--- config.mk ---
export PLATFORM = sky130hd
export DESIGN_NAME = alu_issue_stage
export DESIGN_NICKNAME = d
export VERILOG_FILES = /design/src/rtl/alu_issue_stage.sv
export SDC_FILE = /design/constraint.sdc
export NUM_CORES = 1
export LEC_CHECK = 0
export ABC_AREA = 1
export BUFFER_PORTS_ARGS = -buffer_cell sky130_fd_sc_hd__buf_2
export CAP_MARGIN = 10
export CORE_UTILIZATION = 35
export CTS_CLUSTER_SIZE = 16
export DETAILED_ROUTE_END_ITERATION = 10
export PLACE_DENSITY = 0.69
export SETUP_SLACK_MARGIN = 0.1
export SYNTH_ARGS = -nofsm -noshare
export SYNTH_HDL_FRONTEND = slang
export SYNTH_SLANG_ARGS = --single-unit
--- constraint.sdc ---
create_clock -name clk -period 1.6 [get_ports clk]
set_clock_uncertainty 0.15 [all_clocks]
set_input_delay 0.32 -clock clk [delete_from_list [all_inputs] [get_ports clk]]
set_output_delay 0.32 -clock clk [all_outputs]
set_load 0.01 [all_outputs]
--- src/rtl/alu_issue_stage.sv ---
// ID->EX issue stage: decodes an instruction bundle into ALU control/operands
// and holds it in a one-entry valid/ready pipeline register with flush.
module alu_issue_stage #(
   parameter int unsigned DATA_W = 32
) (
   input  logic              clk,
   input  logic              rst_n,
   input  logic              in_valid,
   output logic              in_ready,
   input  logic [5:0]        opcode,
   input  logic [5:0]        funct,
   input  logic [4:0]        shamt_in,
   input  logic [DATA_W-1:0] rs_data,
   input  logic [DATA_W-1:0] rt_data,
   input  logic [15:0]       imm16,
   input  logic              flush,
   output logic              out_valid,
   input  logic              out_ready,
   output logic [3:0]        ALU_Control,
   output logic [DATA_W-1:0] InputData1,
   output logic [DATA_W-1:0] InputData2,
   output logic [4:0]        shamt,
   output logic              illegal
);

   localparam int unsigned IMM_W   = 16;
   localparam int unsigned CTRL_W  = 4;
   localparam int unsigned SHAMT_W = 5;
   localparam int unsigned EXT_W   = DATA_W - IMM_W;

   typedef enum logic [CTRL_W-1:0] {
      ALU_NONE = 4'd0,
      ALU_ADD  = 4'd1,
      ALU_SUB  = 4'd2,
      ALU_SLL  = 4'd3,
      ALU_SRL  = 4'd4,
      ALU_AND  = 4'd5,
      ALU_OR   = 4'd6,
      ALU_NOR  = 4'd7,
      ALU_SLTU = 4'd8,
      ALU_SLT  = 4'd9
   } alu_op_e;

   typedef struct packed {
      alu_op_e             ctrl;
      logic [DATA_W-1:0]   op1;
      logic [DATA_W-1:0]   op2;
      logic [SHAMT_W-1:0]  sh;
      logic                ill;
   } dec_t;

   logic [DATA_W-1:0] imm_se;
   logic [DATA_W-1:0] imm_ze;
   dec_t              dec_c;
   logic              accept;

   assign imm_se   = {{EXT_W{imm16[IMM_W-1]}}, imm16};
   assign imm_ze   = {{EXT_W{1'b0}}, imm16};
   assign in_ready = !out_valid || out_ready;
   assign accept   = in_valid && in_ready;

   // Instruction decode; undecodable bundles become an all-zero trap bundle.
   always_comb begin
      dec_c      = '0;
      dec_c.op1  = rs_data;
      dec_c.op2  = imm_se;
      unique case (opcode)
         6'h00: begin
            dec_c.op2 = rt_data;
            dec_c.sh  = shamt_in;
            case (funct)
               6'h20, 6'h21: dec_c.ctrl = ALU_ADD;
               6'h22, 6'h23: dec_c.ctrl = ALU_SUB;
               6'h00:        dec_c.ctrl = ALU_SLL;
               6'h02:        dec_c.ctrl = ALU_SRL;
               6'h24:        dec_c.ctrl = ALU_AND;
               6'h25:        dec_c.ctrl = ALU_OR;
               6'h27:        dec_c.ctrl = ALU_NOR;
               6'h2B:        dec_c.ctrl = ALU_SLTU;
               6'h2A:        dec_c.ctrl = ALU_SLT;
               default:      dec_c.ill  = 1'b1;
            endcase
         end
         6'h08, 6'h09, 6'h23, 6'h2B: dec_c.ctrl = ALU_ADD;
         6'h04, 6'h05: begin
            dec_c.ctrl = ALU_SUB;
            dec_c.op2  = rt_data;
         end
         6'h0A: dec_c.ctrl = ALU_SLT;
         6'h0B: dec_c.ctrl = ALU_SLTU;
         6'h0C: begin
            dec_c.ctrl = ALU_AND;
            dec_c.op2  = imm_ze;
         end
         6'h0D: begin
            dec_c.ctrl = ALU_OR;
            dec_c.op2  = imm_ze;
         end
         6'h0F: begin
            dec_c.ctrl = ALU_SLL;
            dec_c.op2  = imm_ze;
            dec_c.sh   = SHAMT_W'(IMM_W);
         end
         default: dec_c.ill = 1'b1;
      endcase
      if (dec_c.ill) begin
         dec_c     = '0;
         dec_c.ill = 1'b1;
      end
   end

   // Pipeline register: flush beats load, load beats drain.
   always_ff @(posedge clk or negedge rst_n) begin
      if (!rst_n) begin
         out_valid   <= 1'b0;
         ALU_Control <= '0;
         InputData1  <= '0;
         InputData2  <= '0;
         shamt       <= '0;
         illegal     <= 1'b0;
      end else if (flush) begin
         out_valid   <= 1'b0;
         illegal     <= 1'b0;
      end else if (accept) begin
         out_valid   <= 1'b1;
         ALU_Control <= dec_c.ctrl;
         InputData1  <= dec_c.op1;
         InputData2  <= dec_c.op2;
         shamt       <= dec_c.sh;
         illegal     <= dec_c.ill;
      end else if (out_ready) begin
         out_valid   <= 1'b0;
      end
   end

endmodule

# Word level (Yosys, flattened, before mapping)
# Cells that the tools add are included.
dict set report word_totals {
  elab_cells 56
  reg_bits 75
}
dict set report classes {
  bitwise_logic 1
  n_eq_ne 21
  reduce_logical 16
  mux 12
}
# operator n
set ops {}
lappend ops {{2-to-1 mux 74 bit} 1}
lappend ops {{equality test 6 bit, second input constant} 11}
lappend ops {{case mux 32 bit (2 select lines)} 1}
lappend ops {{equality test 6 x 4 -> 1 bit, second input constant} 7}
lappend ops {{case mux 4 bit (9 select lines)} 1}
lappend ops {{case mux 4 bit (8 select lines)} 1}
lappend ops {{OR reduction 11 bit} 2}
lappend ops {{equality test 6 x 3 -> 1 bit, second input constant} 2}
lappend ops {{zero test 6 bit} 2}
lappend ops {{case mux 5 bit (2 select lines)} 1}
lappend ops {{equality test 6 x 2 -> 1 bit, second input constant} 1}
lappend ops {{2-to-1 mux 1 bit} 6}
lappend ops {{OR reduction 2 bit} 3}
lappend ops {{OR reduction 3 bit} 2}
lappend ops {{OR reduction 4 bit} 1}
lappend ops {{nonzero test 3 bit} 1}
lappend ops {{case mux 1 bit (2 select lines)} 1}
lappend ops {{AND reduction 2 bit} 1}
lappend ops {{nonzero test 2 bit} 1}
lappend ops {{logical AND 1 bit} 1}
lappend ops {{zero test 1 bit} 1}
lappend ops {{logical OR 1 bit} 1}
lappend ops {{inverter 1 bit} 1}

# Logic depth before layout (Yosys ltp)
dict set report depth {
  word_depth 7
  ltp_mapped 12
  ltp_nobuf 10
}

# Least setup slack after synthesis
# Ideal clock, no wire load.
dict set report synth_timing {
  path_kind {reg-to-reg}
  startpoint {register out_valid}
  endpoint {register InputData2[12]}
  stages_incl_launch_ff 9
  synth_period_minus_slack_ps 1646
  slack_ps -46
  setup_ps 117
  arrival_ps 1380
  path_cell_list {dfrtp_1 nand2_1 nand2_1 nor2_4 inv_2 buf_2 clkbuf_1 nand2_1 nand2_1}
}
dict set report synth_between {
  elab_chain_cells 4
}
# item line_no
set synth_rtl {}
lappend synth_rtl {{from (decl)} 17} ;# output logic out_valid,
lappend synth_rtl {{from (signal assigned)} 115} ;# out_valid <= 1'b0;
lappend synth_rtl {{from (signal assigned)} 122} ;# out_valid <= 1'b0;
lappend synth_rtl {{from (signal assigned)} 125} ;# out_valid <= 1'b1;
lappend synth_rtl {{zero test 1 bit} 59} ;# assign in_ready = !out_valid || out_ready;
lappend synth_rtl {{logical OR 1 bit} 59}
lappend synth_rtl {{net in_ready} 9} ;# output logic in_ready,
lappend synth_rtl {{logical AND 1 bit} 60} ;# assign accept = in_valid && in_ready;
lappend synth_rtl {{AND reduction 2 bit (no source line)} n/a}
lappend synth_rtl {{to (signal assigned)} 128} ;# InputData2 <= dec_c.op2;
lappend synth_rtl {{to (decl)} 21} ;# output logic [DATA_W-1:0] InputData2,
# The timed path passes the listed nets, and every way through them passes these cells.
# A chain may end at the register's enable or synchronous reset.

# Worst setup path in the final report
dict set report layout_timing {
  startpoint {register out_valid}
  endpoint {register InputData1[21]}
}
dict set report layout_between {
  elab_chain_cells 4
}
# item line_no
set layout_rtl {}
lappend layout_rtl {{zero test 1 bit} 59}
lappend layout_rtl {{logical OR 1 bit} 59}
lappend layout_rtl {{logical AND 1 bit} 60}
lappend layout_rtl {{AND reduction 2 bit (no source line)} n/a}
lappend layout_rtl {{to (signal assigned)} 127} ;# InputData1 <= dec_c.op1;
lappend layout_rtl {{to (decl)} 20} ;# output logic [DATA_W-1:0] InputData1,
# Every way passes these cells.

==> impl_results.md <==
* Status: completed
* First-pass GRT wire length at 17300 um
* TritonCTS clock tree: done
* Cell family with most CP delay: simple AND/OR/NAND/NOR gates
* Synth warnings at 0
* Worst reg-to-reg path cell count at 9
* Critical Path RT at 1720 ps
* # IOs at 178
* Final #Nets at 892
* Setup TNS at 0 ps
* TritonCTS Sinks at 75
* Antenna violations before repair at 0
* Global route total overflow at 0
* Cell count after synthesis at 584
* Worst path arrival time at 1640 ps
* Worst path depth at 9
* Final number of max-transition violations at 0
* Worst Setup End Kind: register
* Initial DRC Count at 247
* Cell Chain, Critical Path: nand2_2 -> nand2_2 -> nor2_4 -> clkinv_4 -> buf_12 -> buf_12 -> nor2_1 -> nand2_1 -> nand2_1
* CP max stage cell: dfrtp_1
* Crit path kind: reg2reg
* DRT Wirelength at 11700 um
* Vias in the first global route at 3607
* GRT Overall Usage at 19.0%
* Slew Limit Headroom at 72.0%
* Port Buffers at 177
* Post-DRT Antenna Nets at 0
* Clock transition at path regs at 60 ps
* Cell Pwr Density at 842 mW/mm^2
* Final period util at 95.3%
* Sequential cell area fraction in the yosys report at 46.8%
* Share of cells above drive strength 1 at 38.6%
* Setup-failing EPs final at 0
* Cell variety after synth at 25
* Area after DPL at 0.00527 sq mm
* Buf+Inv Stages, Crit Path at 3
* Seq. cell area at 0.00188 sq mm
* Final hold violation count at 0
* Seq cells post-synth at 75
* Worst VDD drop at 625 uV
* Die Ht at 109 um
* H-tree Lvls at 3
* Worst Hold Depth at 2
* Worst Max-Slew Pin Slew at 420 ps
* Pin count of the biggest net entering global routing at 76
* CP peak stage delay at 390 ps
* # rows at 38
* Post-Syn Nets at 686
* Max_cap viols at 0
* Post-Syn Area at 0.00401 sq mm
* # diodes at 0
* Area of the core at 0.0110 sq mm
* Total CTS buffers at 9
* Design area at 0.00609 sq mm
* Multi-input logic area at 0.00198 sq mm
* Worst hold-check path type: in2reg
* Starting Density at 36.5%
* Syn Area/Cell at 6.86 sq um
* Root Buffer: clkbuf_16
* RSZ-0062 raised after global routing: true
* Chip width at 109 um
* Via count at 4134
* Die area at 0.0119 sq mm
* Detailed Routing Iterations Pass 1 at 4
* # DRC at 0
* Tmin final at 1530 ps
* Gpl congestion at 0.862
* Wire length per cell at 12.5 um
* Max clock buf depth at 2
* Area growth from synthesis to layout at 51.8%
* Vias per inst at 4.42
* Skew-Pair Late Insertion Delay at 330 ps
* Leak at 3.73 nW
* Hpwl dp at 7700 um
* Achievable frequency at 656 MHz
* Startpoint Class: register
* Filler cells at 1072
* Hold WS at 58.0 ps
* CP max FO at 8
==> final timing paths <==
kind                                start  slack [ps]             end
min in group asynchronous           rst_n         380  InputData2[20]
max                             out_valid          70  InputData1[21]
max reg2reg                     out_valid          70  InputData1[21]
max in group asynchronous           rst_n         560  InputData2[16]
min reg2reg                InputData2[10]         320  InputData2[10]
min                                 flush          60       out_valid
==> metal layers <==
| metal | GRT usage [%] | part of all wire (%) |
|---|---|---|
| met5 | 0 | 0 |
| met4 | 7.24 | 1.6 |
| met3 | 3.23 | 6.1 |
| met2 | 31.2 | 48 |
| met1 | 25.1 | 45 |
==> final cells by class <==
type	count	share of cell area (%)
Clock buffer	10	3.76
Clock inverter	6	1.05
Inverter	65	4.13
Multi-Input combinational cell	419	32.6
Sequential cell	75	30.8
Tap cell	140	2.88
Timing Repair Buffer	220	24.8
==> flip-flops by register name, summed over array words and instances, names as in the netlist <==
name         count
illegal          1
out_valid        1
shamt            5
InputData1      32
InputData2      32
ALU_Control      4
==> where the power goes <==
part | leakage (nW) | total (W) | switching (W) | internal [W]
clock network | 0.139 | 0.00200 | 0.000797 | 0.00121
logic | 2.57 | 0.00102 | 0.000558 | 0.000458
registers | 1.02 | 0.00211 | 0.0000767 | 0.00203
total | 3.73 | 0.00513 | 0.00143 | 0.00369
==> stage by stage <==
stage | power, W | cells | setup slack (ps) | util (%)
2_1_floorplan | 0.00256 | 584 | 73.6 | -
3_3_place_gp | 0.00299 | 907 | -198 | 48.0
3_5_place_dp | 0.00300 | 907 | -233 | 48.0
4_1_cts | 0.00506 | 928 | 63.1 | 51.9
5_1_grt | 0.00539 | 935 | -17.0 | 55.4
6_report | 0.00513 | 935 | 74.6 | 55.4
==> repair_timing <==
action	CTS	global route
endpoints found under the setup margin	49	74
pin swaps	10	28
buffers inserted	3	1
hold buffers	1	0
hold endpoints to repair	75	0
resized for setup	21	71
gates cloned	2	6
==> synthesized netlist by cell type <==
library cell	instances	area share, %
a21oi_1	19	2.4
a22oi_1	1	0.19
and3_1	1	0.16
buf_2	8	1.0
buf_4	1	0.19
buf_6	8	2.2
clkbuf_1	9	0.84
dfrtp_1	75	47
inv_1	61	5.7
inv_2	4	0.37
nand2_1	266	25
nand2_2	4	0.62
nand2_4	1	0.28
nand3_1	10	1.2
nand3_2	2	0.50
nand4_1	2	0.31
nand4_2	1	0.31
nor2_1	94	8.8
nor2_2	3	0.47
nor2_4	3	0.84
nor2_8	1	0.50
nor3_1	1	0.12
o21ai_0	5	0.62
o21ai_1	3	0.37
o21bai_1	1	0.19
==> cell usage in the layout (no fill, tap or decap), types with 5 or more instances in the layout <==
cell type / synthesis / layout
buf_2: 8 / 175
nor2_1: 94 / 66
inv_1: 61 / 61
o21ai_1: 3 / 5
nor2_4: 3 / 18
nand3_1: 10 / 10
buf_12: 0 / 10
nand2_2: 4 / 21
a21oi_1: 19 / 17
nor2_2: 3 / 16
clkbuf_16: 0 / 14
buf_4: 1 / 20
nand2_4: 1 / 5
nand2_1: 266 / 244
dfrtp_1: 75 / 75
buf_6: 8 / 5
==> cells by family after synthesis <==
logic type,count (synthesis),share of synthesized area [%]
AND/OR/NAND/NOR,389,39.1
buffers and inverters,91,10.4
AO/OA/AOI/OAI,29,3.75
flip-flops,75,46.8
No activity file was read; power rests on OpenSTA's default activity.
